$ cat src/rtl/mult_div_unit_pkg.sv
// Shared definitions for the iterative multiply/divide unit and its control FSM.
package mult_div_unit_pkg;

  localparam int DEF_WIDTH = 32;

  typedef enum logic [1:0] {
    S_IDLE = 2'd0,
    S_MULT = 2'd1,
    S_DIV  = 2'd2,
    S_DONE = 2'd3
  } md_state_t;

  // Iteration counter width for a given operand width.
  function automatic int md_cnt_w(input int w);
    return (w > 1) ? $clog2(w) : 1;
  endfunction

endpackage

$ cat src/rtl/mult_div_unit_sign_fixup.sv
// sign_fixup: conditional two's-complement negate. Used both to take the
// magnitude of signed operands and to restore the sign of final results.
module mult_div_unit_sign_fixup #(
  parameter int W = 32
) (
  input  logic         i_neg,
  input  logic [W-1:0] i_val,
  output logic [W-1:0] o_val
);

  // Magnitude of the most negative value wraps to itself, which read as
  // unsigned is exactly 2^(W-1) -- the desired abs result.
  assign o_val = i_neg ? (~i_val + W'(1)) : i_val;

endmodule

$ cat src/rtl/mult_div_unit.sv
// Iterative signed multiply/divide: one shift-add or restoring-divide step per
// cycle, W steps per operation, results written to hi/lo with a done pulse.
module mult_div_unit
  import mult_div_unit_pkg::*;
#(
  parameter int WIDTH = DEF_WIDTH
) (
  input  logic             clk,
  input  logic             reset,
  input  logic             start_mult,
  input  logic             start_div,
  input  logic [WIDTH-1:0] a,
  input  logic [WIDTH-1:0] b,
  output logic             busy,
  output logic             done,
  output logic             div_zero,
  output logic [WIDTH-1:0] hi,
  output logic [WIDTH-1:0] lo
);

  localparam int W  = WIDTH;
  localparam int CW = md_cnt_w(WIDTH);

  md_state_t          r_state, w_state_nxt;
  logic [CW-1:0]      r_cnt;
  logic [2*W-1:0]     r_acc;      // mult: {partial, multiplier}; div: {remainder, dividend/quotient}
  logic [W-1:0]       r_dvs;      // multiplicand or divisor magnitude
  logic               r_sign_q;   // product / quotient sign
  logic               r_sign_r;   // remainder sign (dividend sign)
  logic               r_dz;
  logic [W-1:0]       r_hi, r_lo;

  logic [W-1:0]       w_abs_a, w_abs_b;
  logic               w_b_zero, w_last;
  logic [W:0]         w_madd;
  logic [2*W-1:0]     w_mul_nxt;
  logic [2*W-1:0]     w_sh;
  logic [W:0]         w_trial;
  logic [2*W-1:0]     w_div_nxt;
  logic [2*W-1:0]     w_prod_fix;
  logic [W-1:0]       w_quo_fix, w_rem_fix;

  assign w_b_zero = (b == '0);
  assign w_last   = (r_cnt == CW'(W-1));

  mult_div_unit_sign_fixup #(.W(W)) u_abs_a (
    .i_neg(a[W-1]), .i_val(a), .o_val(w_abs_a)
  );
  mult_div_unit_sign_fixup #(.W(W)) u_abs_b (
    .i_neg(b[W-1]), .i_val(b), .o_val(w_abs_b)
  );

  // Shift-add step: conditionally add multiplicand to the upper half, then shift right.
  assign w_madd    = {1'b0, r_acc[2*W-1:W]} + (r_acc[0] ? {1'b0, r_dvs} : '0);
  assign w_mul_nxt = {w_madd, r_acc[W-1:1]};

  // Restoring step: shift left, trial-subtract divisor, keep if no borrow.
  // The remainder never reaches 2^(W-1), so dropping the top bit on shift is safe.
  assign w_sh      = {r_acc[2*W-2:0], 1'b0};
  assign w_trial   = {1'b0, w_sh[2*W-1:W]} - {1'b0, r_dvs};
  assign w_div_nxt = w_trial[W] ? w_sh : {w_trial[W-1:0], w_sh[W-1:1], 1'b1};

  mult_div_unit_sign_fixup #(.W(2*W)) u_fix_prod (
    .i_neg(r_sign_q), .i_val(w_mul_nxt), .o_val(w_prod_fix)
  );
  mult_div_unit_sign_fixup #(.W(W)) u_fix_quo (
    .i_neg(r_sign_q), .i_val(w_div_nxt[W-1:0]), .o_val(w_quo_fix)
  );
  mult_div_unit_sign_fixup #(.W(W)) u_fix_rem (
    .i_neg(r_sign_r), .i_val(w_div_nxt[2*W-1:W]), .o_val(w_rem_fix)
  );

  // State register.
  always_ff @(posedge clk or negedge reset) begin
    if (!reset) r_state <= S_IDLE;
    else        r_state <= w_state_nxt;
  end

  // Next-state logic; mult wins when both starts arrive together.
  always_comb begin
    w_state_nxt = r_state;
    case (r_state)
      S_IDLE: begin
        if (start_mult)     w_state_nxt = S_MULT;
        else if (start_div) w_state_nxt = w_b_zero ? S_DONE : S_DIV;
      end
      S_MULT:  if (w_last) w_state_nxt = S_DONE;
      S_DIV:   if (w_last) w_state_nxt = S_DONE;
      S_DONE:  w_state_nxt = S_IDLE;
      default: w_state_nxt = S_IDLE;
    endcase
  end

  // Datapath: operand capture, per-cycle iteration, result write-back.
  always_ff @(posedge clk or negedge reset) begin
    if (!reset) begin
      r_cnt    <= '0;
      r_acc    <= '0;
      r_dvs    <= '0;
      r_sign_q <= 1'b0;
      r_sign_r <= 1'b0;
      r_dz     <= 1'b0;
      r_hi     <= '0;
      r_lo     <= '0;
    end else begin
      case (r_state)
        S_IDLE: begin
          if (start_mult) begin
            r_acc    <= {{W{1'b0}}, w_abs_a};
            r_dvs    <= w_abs_b;
            r_sign_q <= a[W-1] ^ b[W-1];
            r_sign_r <= 1'b0;
            r_cnt    <= '0;
          end else if (start_div) begin
            if (w_b_zero) begin
              r_dz <= 1'b1;
            end else begin
              r_acc    <= {{W{1'b0}}, w_abs_a};
              r_dvs    <= w_abs_b;
              r_sign_q <= a[W-1] ^ b[W-1];
              r_sign_r <= a[W-1];
              r_cnt    <= '0;
            end
          end
        end
        S_MULT: begin
          r_acc <= w_mul_nxt;
          r_cnt <= r_cnt + CW'(1);
          if (w_last) begin
            r_hi <= w_prod_fix[2*W-1:W];
            r_lo <= w_prod_fix[W-1:0];
          end
        end
        S_DIV: begin
          r_acc <= w_div_nxt;
          r_cnt <= r_cnt + CW'(1);
          if (w_last) begin
            r_hi <= w_rem_fix;
            r_lo <= w_quo_fix;
          end
        end
        S_DONE: begin
          r_dz  <= 1'b0;
          r_cnt <= '0;
        end
        default: ;
      endcase
    end
  end

  assign busy     = (r_state == S_MULT) || (r_state == S_DIV);
  assign done     = (r_state == S_DONE);
  assign div_zero = r_dz;
  assign hi       = r_hi;
  assign lo       = r_lo;

endmodule
$ cat config.mk
export PLATFORM = sky130hd
export DESIGN_NAME = mult_div_unit
export DESIGN_NICKNAME = d
export VERILOG_FILES = /design/src/rtl/mult_div_unit_pkg.sv /design/src/rtl/mult_div_unit_sign_fixup.sv /design/src/rtl/mult_div_unit.sv
export SDC_FILE = /design/constraint.sdc
export NUM_CORES = 1
export LEC_CHECK = 0
export ABC_AREA = 1
export CORE_MARGIN = 5
export CORE_UTILIZATION = 50
export CTS_CLUSTER_SIZE = 30
export DETAILED_ROUTE_END_ITERATION = 10
export GPL_ROUTABILITY_DRIVEN = 0
export PLACE_DENSITY = 0.66
export SYNTH_ARGS = -nofsm -noshare
export SYNTH_HDL_FRONTEND = slang
export SYNTH_HIERARCHICAL = 1
export SYNTH_SLANG_ARGS = --single-unit
$ cat constraint.sdc
create_clock -name clk -period 7 [get_ports clk]
set_input_delay 1.05 -clock clk [delete_from_list [all_inputs] [get_ports clk]]
set_output_delay 1.05 -clock clk [all_outputs]
set_load 0.1 [all_outputs]
## Word level (Yosys, flattened, before mapping)

Index checks and enable logic that the tools add are counted.

| storage, ports and cells | value |
|---|---|
| register bits after elaboration | 170 |
| input port bits | 68 |
| output and inout port bits | 67 |
| word-level logic and storage cells | 89 |

| operators by class | value |
|---|---|
| $add $sub $neg | 8 |
| eq/ne operators | 13 |
| mux-type cells | 39 |
| bitwise gates (word level) | 6 |
| reductions and logical operators | 14 |

Operators by type and width:

| kind | count |
|---|---|
| 2-to-1 mux 32 bit | 12 |
| 2-to-1 mux 64 bit | 5 |
| one-hot mux 64 bit (3 select lines) | 1 |
| adder 32 x 1 -> 32 bit, second input constant | 4 |
| NOT 32 bit | 4 |
| one-hot mux 32 bit (2 select lines) | 2 |
| adder 64 x 1 -> 64 bit, second input constant | 1 |
| NOT 64 bit | 1 |
| adder 32 x 32 -> 33 bit | 1 |
| subtractor 32 x 32 -> 33 bit | 1 |
| logical NOT 32 bit | 1 |
| 2-to-1 mux 5 bit | 3 |
| one-hot mux 5 bit (3 select lines) | 1 |
| inequality test 2 bit, second input constant | 6 |
| 2-to-1 mux 1 bit | 10 |
| AND reduction 3 bit | 3 |
| 2-to-1 mux 2 bit | 3 |
| inequality test 3 bit, second input constant | 2 |
| one-hot mux 2 bit (3 select lines) | 1 |
| nonzero test 2 bit | 3 |
| adder 5 x 1 -> 5 bit, second input constant | 1 |
| == test 5 bit, second input constant | 1 |
| == test 2 bit, second input constant | 2 |
| AND reduction 2 bit | 2 |
| other kinds (9) | 9 |

## Longest topological paths before layout

Gate-level depths: netlist of run 1.

| logic depth | value |
|---|---|
| word-level depth | 7 |
| mapped depth | 29 |
| mapped depth without buffers | 27 |

## Hierarchy

The synthesis of run 1 kept the hierarchy.

Modules (own cells, without submodules):

| module | times used | cells an instance | area an instance (um2) |
|---|---|---|---|
| mult_div_unit | 1 | 2078 | 13421.6 |
| mult_div_unit_sign_fixup (u_abs_a ...) | 4 | 227 | 1108.6 |
| mult_div_unit_sign_fixup (u_fix_prod) | 1 | 498 | 2466.1 |

## Least setup slack after synthesis of run 1

OpenSTA, ideal clock, no wires.

| path | value |
|---|---|
| kind | register -> register |
| from | reg r_acc[0] |
| to | reg r_hi[29] (netlist: hi[29]) |
| library setup time | 137 ps |
| arrival time | 3317 ps |
| setup slack | 3546 ps |
| cell stages (with the launch flop) | 27 |
| buffers on the path | 2 |
| period minus slack after synthesis | 3454 ps |
| cells stage by stage | dfrtp_1 clkbuf_1 clkbuf_1 nand2_1 inv_1 ha_1 fa_1 nand2_1 o21ai_0 nand2_1 nand3_1 nand2_1 nand2_1 nand2_1 nand2_1 nand2_1 and2_1 nor2_1 nand2_1 nor2_1 nand2_1 o21ai_0 nand2_1 nand2_1 nand2_1 o21ai_0 a21oi_1 |

| between the ends | value |
|---|---|
| cells in the longest elaborated chain, start to end | 7 |

RTL lines:

| item | line | source |
|---|---|---|
| start: declaration | mult_div_unit.sv:26 | `logic [2*W-1:0] r_acc;` |
| start signal: assignment | mult_div_unit.sv:109 | `r_acc <= {{W{1'b0}}, w_abs_a};` |
| start signal: assignment | mult_div_unit.sv:118 | `r_acc <= {{W{1'b0}}, w_abs_a};` |
| start signal: assignment | mult_div_unit.sv:127 | `r_acc <= w_mul_nxt;` |
| 2-to-1 mux 32 bit | mult_div_unit.sv:54 | `assign w_madd = {1'b0, r_acc[2*W-1:W]} + (r_acc[0] ? {1'b0, r_dvs} : '0);` |
| adder 32 x 32 -> 33 bit | mult_div_unit.sv:54 |  |
| named net w_madd[16] | mult_div_unit.sv:35 | `logic [W:0] w_madd;` |
| NOT 64 bit | mult_div_unit_sign_fixup.sv:13 | `assign o_val = i_neg ? (~i_val + W'(1)) : i_val;` |
| adder 64 x 1 -> 64 bit | mult_div_unit_sign_fixup.sv:13 |  |
| 2-to-1 mux 64 bit | mult_div_unit_sign_fixup.sv:13 |  |
| named net w_prod_fix[61] | mult_div_unit.sv:40 | `logic [2*W-1:0] w_prod_fix;` |
| 2-to-1 mux 32 bit | mult_div_unit.sv:129 | `if (w_last) begin` |
| one-hot mux 32 bit (2 select lines) | mult_div_unit.sv:106 | `case (r_state)` |
| end signal: assignment | mult_div_unit.sv:130 | `r_hi <= w_prod_fix[2*W-1:W];` |
| end signal: assignment | mult_div_unit.sv:138 | `r_hi <= w_rem_fix;` |
| end: declaration | mult_div_unit.sv:31 | `logic [W-1:0] r_hi, r_lo;` |

The timed path passes the listed nets, and every way through them passes these cells. The select of a mux whose other input is x is not followed.
A chain may end at the register's enable or synchronous reset.

## Worst setup path in the final report of run 1

| path | value |
|---|---|
| from | reg r_acc[31] |
| to | reg r_hi[21] (netlist: hi[21]) |

| between the ends | value |
|---|---|
| cells in the longest elaborated chain, start to end | 7 |
| elaborated cells between the ends (all ways) | 11 |

RTL lines:

| item | line | source |
|---|---|---|
| subtractor 32 x 32 -> 33 bit | mult_div_unit.sv:60 | `assign w_trial = {1'b0, w_sh[2*W-1:W]} - {1'b0, r_dvs};` |
| 2-to-1 mux 64 bit | mult_div_unit.sv:61 | `assign w_div_nxt = w_trial[W] ? w_sh : {w_trial[W-1:0], w_sh[W-1:1], 1'b1};` |
| named net w_div_nxt[42] | mult_div_unit.sv:39 | `logic [2*W-1:0] w_div_nxt;` |
| NOT 32 bit | mult_div_unit_sign_fixup.sv:13 |  |
| adder 32 x 1 -> 32 bit | mult_div_unit_sign_fixup.sv:13 |  |
| 2-to-1 mux 32 bit | mult_div_unit_sign_fixup.sv:13 |  |
| named net w_rem_fix[21] | mult_div_unit.sv:41 | `logic [W-1:0] w_quo_fix, w_rem_fix;` |
| 2-to-1 mux 32 bit | mult_div_unit.sv:137 | `if (w_last) begin` |
| one-hot mux 32 bit (2 select lines) | mult_div_unit.sv:106 |  |

The timed path passes the listed nets, and every way through them passes these cells. The select of a mux whose other input is x is not followed.

==> flow_results.org, run 1 <==
** Floorplanning
- The die is 212 um tall.
- I/O Pins :: 135
- The core region is 40000 um2.
- Row count :: 73
- The floorplan step defined a die boundary enclosing 44800 um2.
- Starting density of the core :: 50.8%
- Width of the chip :: 212 um

** Cells and area
- With fillers left out, the area of the finished cells amounts to 22500 um2.
- Final Instance Count excl. Fillers :: 4085
- Proportion of layout cells with a drive suffix above 1 :: 6.40%
- Net count of the finished layout :: 3694
- Final cell utilization of the core :: 56.3%
- Layout overhead on the synthesized area :: 10.8%
- The number of antenna diodes in the final layout is 0.

** Placement
- The placed instances occupy a cell area of 21900 um2.
- In this run, placement finished with an instance count of 4053.
- IO buf count :: 134
- Once detailed placement completed, the half-perimeter wirelength came to 55200 um.

** Power
- In this run the static leakage power is 11.7 nW.
- The worst-case IR drop observed on VDD is 0.473 mV.
- Total power divided by cell area :: 463 nW/um2

** Routing
- Via total after detailed routing :: 22431
- Initial DRC count :: 2410
- Via-per-instance ratio :: 5.49
- Detailed Route WL :: 68500 um
- Drt drc :: 0
- Once detail routing completed, the nets flagged for antenna violations numbered 0.
- After detailed routing, the average wire length per cell comes to 16.8 um.
- The first detailed-routing pass took 7 iterations.

** Setup path
- At the worst endpoint, the required time is 7400 ps.
- Maximum cell stage delay along the critical path :: 930 ps
- In this design, the critical path's most frequently occurring cell is sky130_fd_sc_hd__nand2_1.
- In this run the critical register-to-register path is launched from r_acc[31].
- Critical Path Sink Type :: flop
- Worst endpoint data arrival time :: 4860 ps
- Number of buffer and inverter instances along the worst setup path :: 4
- The critical path is of the flop to flop type.
- Cell class contributing the biggest share of worst-path delay :: simple AND/OR/NAND/NOR gates
- Setup slack, reg-to-reg :: 2540 ps
- Of all nets on the critical path, the largest fanout is 14.
- STA classifies the critical path startpoint as a flop.
- The number of cells on the worst reg-to-reg path is 26.
- Worst reg2reg path endpoint :: hi[21]
- Cell with the biggest individual delay on the critical path :: sky130_fd_sc_hd__o21ai_0

** CTS
- TritonCTS created 17 clock buffers.
- Clock-pin slew on the worst setup and hold paths :: 80 ps
- Post-CTS timing repair inserted 0 buffers for setup.
- Hold repair after CTS inserted 0 buffers.
- H-tree Lvls :: 4
- Maximum root-to-sink buffer count :: 2
- TritonCTS built the clock tree.
- At the later pin of the worst-skew pair, clock insertion delay measures 480 ps.
- Clk Tree Root Cell :: sky130_fd_sc_hd__clkbuf_16
- Counting every sink on the clock net gives 170.
- Once the clock tree was built, the resizer swapped 0 gates to a different size.

** Synthesis
- A synthesized cell averages 5.83 um2.
- Leading post-synthesis cells by cell area :: sky130_fd_sc_hd__nand2_1, sky130_fd_sc_hd__dfrtp_1, sky130_fd_sc_hd__nor2_1
- Number of distinct library cell variants in the gate-level netlist after synthesis :: 51
- Share of synthesized area occupied by flip-flops and latches :: 20.9%
- Fraction of synthesized cell area taken by the top area cell type :: 22.8%
- Top cell type by total area after synthesis :: sky130_fd_sc_hd__nand2_1
- The cell area that synthesis handed to floorplanning was 20300 um2.
- Warning count from the yosys run :: 6
- Synthesized Nets :: 3631
- Post-synth top cells :: sky130_fd_sc_hd__nand2_1, sky130_fd_sc_hd__nor2_1, sky130_fd_sc_hd__inv_1
- In this run, synthesis inferred 0 flip-flops with an integrated enable.
- Among all flip-flop cells after synthesis, the most frequent one is sky130_fd_sc_hd__dfrtp_1.
- In this run, synthesis produced a sequential element count of 170.
- Post-Synthesis Cells :: 3484
- By instance count, the leading cell after synthesis is sky130_fd_sc_hd__nand2_1.
- Async set-reset flop share out of synthesis :: 100%

** Global routing
- Global routing finished with a remaining overflow of 0.
- The number of global-route vias before repair came to 20679.
- Number of antenna violations at the first check in global routing :: 0
- Wire length of the first global-routing pass :: 110000 um
- Entering global routing, the biggest net connects 114 pins.
- Global routing consumed, over all layers together, 30.3% of the routing resources.

** Timing
- The final hold violation count is 0.
- Based on the critical path, the design can be clocked at up to 224 MHz.
- Setup violations remaining at the end of the flow were counted as 0.
- The count of pins over their slew limit came to 0.
- Worst max-slew margin expressed relative to the limit :: 15.9%
- Aggregate negative setup slack :: 0 ps
- In the finished design, the share of the clock period the worst path needs comes to 63.8%.
- Clk_skew :: 14.1 ps
- Final worst path period need :: 4460 ps
- At the pin with the least slew margin, the transition time is 1260 ps.
- Unrepaired setup endpoints after global routing :: false

** Run status
- The flow ran to the end, and the final reports show no timing, DRC or antenna violations.

** Flow run
- Max_cap viols :: 0

** Min path
- Hold/Removal Path Class :: input port to asynchronous set/reset pin
-- where the power goes --
group	internal (mW)	total [mW]	leakage [nW]	switching, mW
Sequential	1.23	1.77	2.25	0.544
Combinational	2.42	7.69	9.15	5.28
Clock	0.509	0.968	0.279	0.459
Total	4.15	10.4	11.7	6.28
-- cells in the final DEF, fill, tap and decap left out, drive strengths merged, types with 3 or more instances in the layout --
master            n
nand4            35
nand2          1269
nor3             13
nand3b           23
o21a              8
ha               77
a21oi           143
nand3           190
and2             24
o21ai           265
clkbuf           19
o21bai            6
or2              13
dfrtp           170
nor2            534
buf              15
clkdlybuf4s50   133
clkinv            4
a31oi             3
a221o            31
o211ai            5
xor2             71
xnor2            51
inv             440
-- how the worst max path moves through the flow --
| stage | startpoint | end | slack [ps] | cells after the start |
|---|---|---|---|---|
| after floorplan | r_acc[0] | hi[29] | 3550 | 26 |
| after global placement | r_acc[31] | hi[29] | 2730 | 26 |
| after detailed placement | r_acc[31] | hi[29] | 2710 | 26 |
| after CTS | r_state[1] | busy | 2650 | 3 |
| after global routing | r_acc[31] | hi[13] | 2220 | 24 |
| final | r_acc[31] | hi[21] | 2540 | 26 |
-- logic make-up after synthesis --
logic type	synth area share, %
buffers and inverters	10.7
XOR/XNOR	5.29
flip-flops	20.9
AO/OA/AOI/OAI	13.5
AND/OR/NAND/NOR	44.6
adder cells (fa/ha/maj)	4.94
-- sequential cells by signal, indices dropped and copies added (netlist names) --
signal,count
div_zero,1
hi,32
lo,32
r_acc,64
r_cnt,5
r_dvs,32
r_sign_q,1
r_sign_r,1
r_state,2
-- stage by stage --
stage          hold slack, ps  power, mW  setup slack, ps
6_report                  508       10.4             2540
5_1_grt                   533       11.4             2220
4_1_cts                   514       10.3             2650
3_5_place_dp              500       9.25             2710
3_3_place_gp              490       9.17             2730
2_1_floorplan             450       7.37             3550
-- worst register-to-register path: stages (launching register included) --
cell and delay [ps]:
sky130_fd_sc_hd__dfrtp_1 510, sky130_fd_sc_hd__inv_1 130, sky130_fd_sc_hd__ha_1 230, sky130_fd_sc_hd__fa_1 380, sky130_fd_sc_hd__inv_1 120, sky130_fd_sc_hd__nand3_1 100
sky130_fd_sc_hd__nand3_2 100, sky130_fd_sc_hd__nand2_1 70, sky130_fd_sc_hd__nand2_2 70, sky130_fd_sc_hd__nand2_1 60, sky130_fd_sc_hd__nand2_2 90, sky130_fd_sc_hd__nand2_1 70
sky130_fd_sc_hd__nand2_2 80, sky130_fd_sc_hd__inv_1 210, sky130_fd_sc_hd__o21ai_0 930, sky130_fd_sc_hd__nor2_1 210, sky130_fd_sc_hd__nand2_1 190, sky130_fd_sc_hd__nor2_1 60
sky130_fd_sc_hd__nand2_1 70, sky130_fd_sc_hd__nand2_2 90, sky130_fd_sc_hd__nand2_1 120, sky130_fd_sc_hd__nand2_1 60, sky130_fd_sc_hd__nand2_1 60, sky130_fd_sc_hd__inv_1 40
sky130_fd_sc_hd__nand2_1 40, sky130_fd_sc_hd__o21ai_0 110, sky130_fd_sc_hd__a21oi_1 180
-- layout make-up --
class | count | area (um2)
flip-flops and latches | 170 | 4260
fillers | 4137 | 17500
inverters | 434 | 1650
clock inverters | 13 | 134
multi-input cells | 2776 | 13900
repair buffers | 148 | 1450
clock buffers | 19 | 443
well taps | 525 | 657
-- metal layers --
metal  vias up  part of all wire (%)  global-route usage, %  wire (um)
li1      11098                     -                      -          -
met1     10208                    45                   44.0      30500
met2       991                    43                   46.9      29500
met3       134                   9.3                   4.25       6350
met4         0                   3.0                   9.42       2070
met5         -                     0                      0          0
(Power assumes the default switching activity.)
==> run 2: changes to the inputs <==
- clock period: 7 -> 4.5 ns (I/O delays scaled with it)
==> run 2 against run 1 <==
Clock power is 55% higher; global-route usage barely moved; cell count up 0.15%; hold slack worse by 320 ps; sequential power increased by 58%; flip-flop and latch count unchanged; utilization grew 0.34 points; register-to-register slack lost 2200 ps; critical path type unchanged; largest cell class unchanged.
==> flow_results.org, run 2 (synthesis gave the netlist of run 1 again) <==
** Timing
- The final setup skew was 19.3 ps (+5.21 ps).
- Slew Viols, Final :: 0 (unchanged)
- The least setup slack across all paths after layout came to 309 ps (-2230 ps).
- Setup repair after global routing left no endpoint under its margin.
- The achievable frequency was 239 MHz (+6.5%).
- Worst max-slew margin expressed relative to the limit :: 33.0% (+17 points)
- Total count of hold-check failures in the final report :: 0 (unchanged)
- Finish-stage setup viols :: 0 (unchanged)
- Actual slew at the worst max-slew pin :: 1000 ps (-258 ps)
- Crit share post-route :: 93.1% (+29 points)
- Aggregate negative setup slack :: 0 ps (unchanged)
- The clock period minus worst slack is 4190 ps (-273 ps).

** CTS
- The TritonCTS sink count was 170 (unchanged).
- CTS Buf Count :: 17 (unchanged)
- Source-to-sink clock delay at the later pin of the worst-skew pair :: 510 ps (+30 ps)
- The deepest level of the CTS H-tree is 4 (unchanged).
- The deepest clock path buffer count came to 2 (unchanged).
- Post_cts resized :: 0 (unchanged)
- Clock-pin slew on the worst setup and hold paths :: 70 ps (about the same)
- Clk Tree Root Cell :: sky130_fd_sc_hd__clkbuf_16
- TritonCTS built the clock tree.
- The post-CTS setup repair buffer count came to 0 (unchanged).
- Hold buffer count at CTS :: 0 (unchanged)

** Power
- The proportion of power drawn by flip-flops and latches is 17.2% (+0.2 points).
- The fraction of power spent switching nets was 60.2% (about the same).
- The reported net switching power is 9.80 mW (+56%).
- The combinational share of power is 73.6% (-0.2 points).
- The standby leakage power was 11.7 nW (+0.49%).
- The internal power consumption came to 6.49 mW (+56%).
- Total power divided by cell area :: 719 nW/um2 (+55%)
- The clock power share came to 9.2% (about the same).
- Max rail drop VDD :: 0.593 mV (+26%)

** Cells and area
- Commonest non-fill, non-tap cells in the layout :: sky130_fd_sc_hd__nand2_1, sky130_fd_sc_hd__nor2_1, sky130_fd_sc_hd__inv_1, sky130_fd_sc_hd__o21ai_0, sky130_fd_sc_hd__nand3_1
- Number of flip-flops in the largest register :: 64 (unchanged)
- Final cell utilization of the core :: 56.6% (+0.34 points)
- Net count of the finished layout :: 3700 (+0.16%)
- The fraction of layout cells with a size suffix above 1 was 6.62% (+0.21 points).
- Most frequent standard cell in the layout excluding fill and tap cells :: sky130_fd_sc_hd__nand2_1
- r_acc holds more flip-flops than any other register.
- Number of antenna cells inserted :: 0 (unchanged)
- From synthesis to final layout, the design area changed by 11.4%.

** Min path
- The min-delay analysis places its worst path in the category input port to asynchronous set/reset pin.

** Setup path
- The worst setup path is launched from a flop.
- Launch point of the worst reg-to-reg path :: r_acc[31]
- Setup slack, reg-to-reg :: 310 ps (-2230 ps)
- In this run the critical register-to-register path is captured at hi[13].
- The maximum fanout encountered on the critical timing path is 56 (+42).
- The worst-case reg-to-reg path depth was 25 (-3.8%).
- Worst path required time :: 4920 ps (-2480 ps)
- Critical Path Sink Type :: flop
- The most critical setup path has its startpoint at r_acc[31].
- Worst endpoint data arrival time :: 4620 ps (-240 ps)
- The worst setup path is of the flop to flop kind.

** Floorplanning
- The total number of placement rows is 73 (unchanged).
- The vertical die dimension came to 212 um (unchanged).
- The starting density of the core was 50.8% (unchanged).
- The I/O pin count is 135 (unchanged).
- Die area :: 44800 um2 (unchanged)
- Placeable Area :: 40000 um2 (unchanged)
- Width of the chip :: 212 um (unchanged)

** Routing
- Final antenna-violating net count :: 0 (unchanged)
- The number of violations reported at the end of detailed-routing iteration 0 is 2326 (-3.5%).
- The overall via count from detail_route is 22398 (-0.15%).
- Total iterations of the first detailed-routing run :: 8 (+1)
- The count of unresolved DRC violations after routing was 0 (unchanged).
- The vias per cell is 5.47 (-0.29%).
- The per-cell routed wire length came to 16.6 um (-0.68%).
- The overall routed net length is 68100 um (-0.54%).

** Global routing
- The global-route wire length before repair is 109000 um (-0.67%).
- The number of antenna violations at the first check in global routing is 1 (+1).
- Total gr overflow :: 0 (unchanged)
- Via count of the first global-routing pass :: 20799 (+0.58%)
- The total routing resource utilization after global routing was 30.4% (about the same).
- The pin count of the biggest net entering global routing came to 193 (+69%).

** Flow run
- Max_cap viols :: 0 (unchanged)

** Placement
- IO buf count :: 134 (unchanged)
- Sum of net half-perimeters after detailed placement :: 54800 um (-0.74%)
- Place WS :: 420 ps (-2290 ps)

** Run status
- The flow ran to the end, and the final reports show no timing, DRC or antenna violations.
[run 2: cell count changes in the layout (fill, tap and decap cells not counted)]
| cell | change |
|---|---|
| sky130_fd_sc_hd__clkinv_2 | -1 |
| sky130_fd_sc_hd__buf_12 | +6 |
| sky130_fd_sc_hd__nor2_2 | -1 |
| sky130_fd_sc_hd__buf_4 | +1 |
| sky130_fd_sc_hd__bufinv_16 | -1 |
| sky130_fd_sc_hd__nor2_4 | +1 |
| sky130_fd_sc_hd__inv_8 | +1 |
| sky130_fd_sc_hd__clkinv_8 | +3 |
| sky130_fd_sc_hd__clkbuf_1 | -1 |
| sky130_fd_sc_hd__inv_6 | -1 |
| sky130_fd_sc_hd__clkdlybuf4s50_1 | -1 |
[run 2: layer usage]
| layer | vias to the layer above | share of wire [%] | GRT usage [%] |
|---|---|---|---|
| met5 | - | 0.012 | 0 |
| met4 | 2 | 3.3 | 11.0 |
| met3 | 133 | 9.0 | 4.43 |
| met2 | 925 | 44 | 47.5 |
| met1 | 10228 | 44 | 42.8 |
| li1 | 11110 | - | - |
[run 2: stage by stage]
| stage | power (mW) | std cells | area, um2 | hold WS (ps) |
|---|---|---|---|---|
| after floorplan | 11.5 | 3484 | 20300 | 379 |
| after global placement | 14.4 | 4059 | 22100 | 480 |
| after detailed placement | 14.5 | 4059 | 22100 | 481 |
| after CTS | 16.1 | 4091 | 22600 | 196 |
| after global routing | 17.8 | 4091 | 22600 | 264 |
| final | 16.3 | 4091 | 22600 | 189 |
[run 2: how the worst max path moves through the flow]
| stage | slack (ps) | to | cells past startpoint |
|---|---|---|---|
| after floorplan | 1050 | hi[29] | 26 |
| after global routing | 30 | hi[21] | 24 |
| after CTS | 400 | hi[13] | 25 |
| after detailed placement | 420 | hi[29] | 26 |
| after global placement | 520 | hi[13] | 25 |
| final | 310 | hi[13] | 25 |
[run 2: power by group through the flow]
stage	registers (mW)	clock network [mW]	logic, mW
floorplan	2.34	0	9.13
global placement	2.77	0	11.6
detailed placement	2.78	0	11.7
CTS	2.75	1.55	11.8
global route	2.84	1.60	13.4
finish	2.80	1.50	12.0
[run 2: final cells by class]
cell class | instances | area [um2]
Clock buffer | 18 | 439
Clock inverter | 14 | 150
Fill cell | 4165 | 17400
Inverter | 434 | 1650
Multi-Input combinational cell | 2776 | 13900
Sequential cell | 170 | 4260
Tap cell | 525 | 657
Timing Repair Buffer | 154 | 1570
[run 2: worst max-delay path, cell delays in order, from the launching register on]
cell and delay, ps:
sky130_fd_sc_hd__dfrtp_1 540, sky130_fd_sc_hd__inv_1 140, sky130_fd_sc_hd__ha_1 230, sky130_fd_sc_hd__fa_1 380, sky130_fd_sc_hd__inv_1 120, sky130_fd_sc_hd__nand3_1 90
sky130_fd_sc_hd__nand3_2 110, sky130_fd_sc_hd__nand2_1 80, sky130_fd_sc_hd__nand2_2 80, sky130_fd_sc_hd__nand2_1 70, sky130_fd_sc_hd__nand2_2 100, sky130_fd_sc_hd__nand2_1 70
sky130_fd_sc_hd__nand2_2 100, sky130_fd_sc_hd__buf_12 260, sky130_fd_sc_hd__o21ai_1 180, sky130_fd_sc_hd__o21a_1 200, sky130_fd_sc_hd__nor2_2 130, sky130_fd_sc_hd__nand2_2 90
sky130_fd_sc_hd__nor2_1 260, sky130_fd_sc_hd__nand2_1 140, sky130_fd_sc_hd__nand2_2 140, sky130_fd_sc_hd__xnor2_1 150, sky130_fd_sc_hd__inv_1 70, sky130_fd_sc_hd__nand2_1 60
sky130_fd_sc_hd__o21ai_0 110, sky130_fd_sc_hd__a21oi_1 170
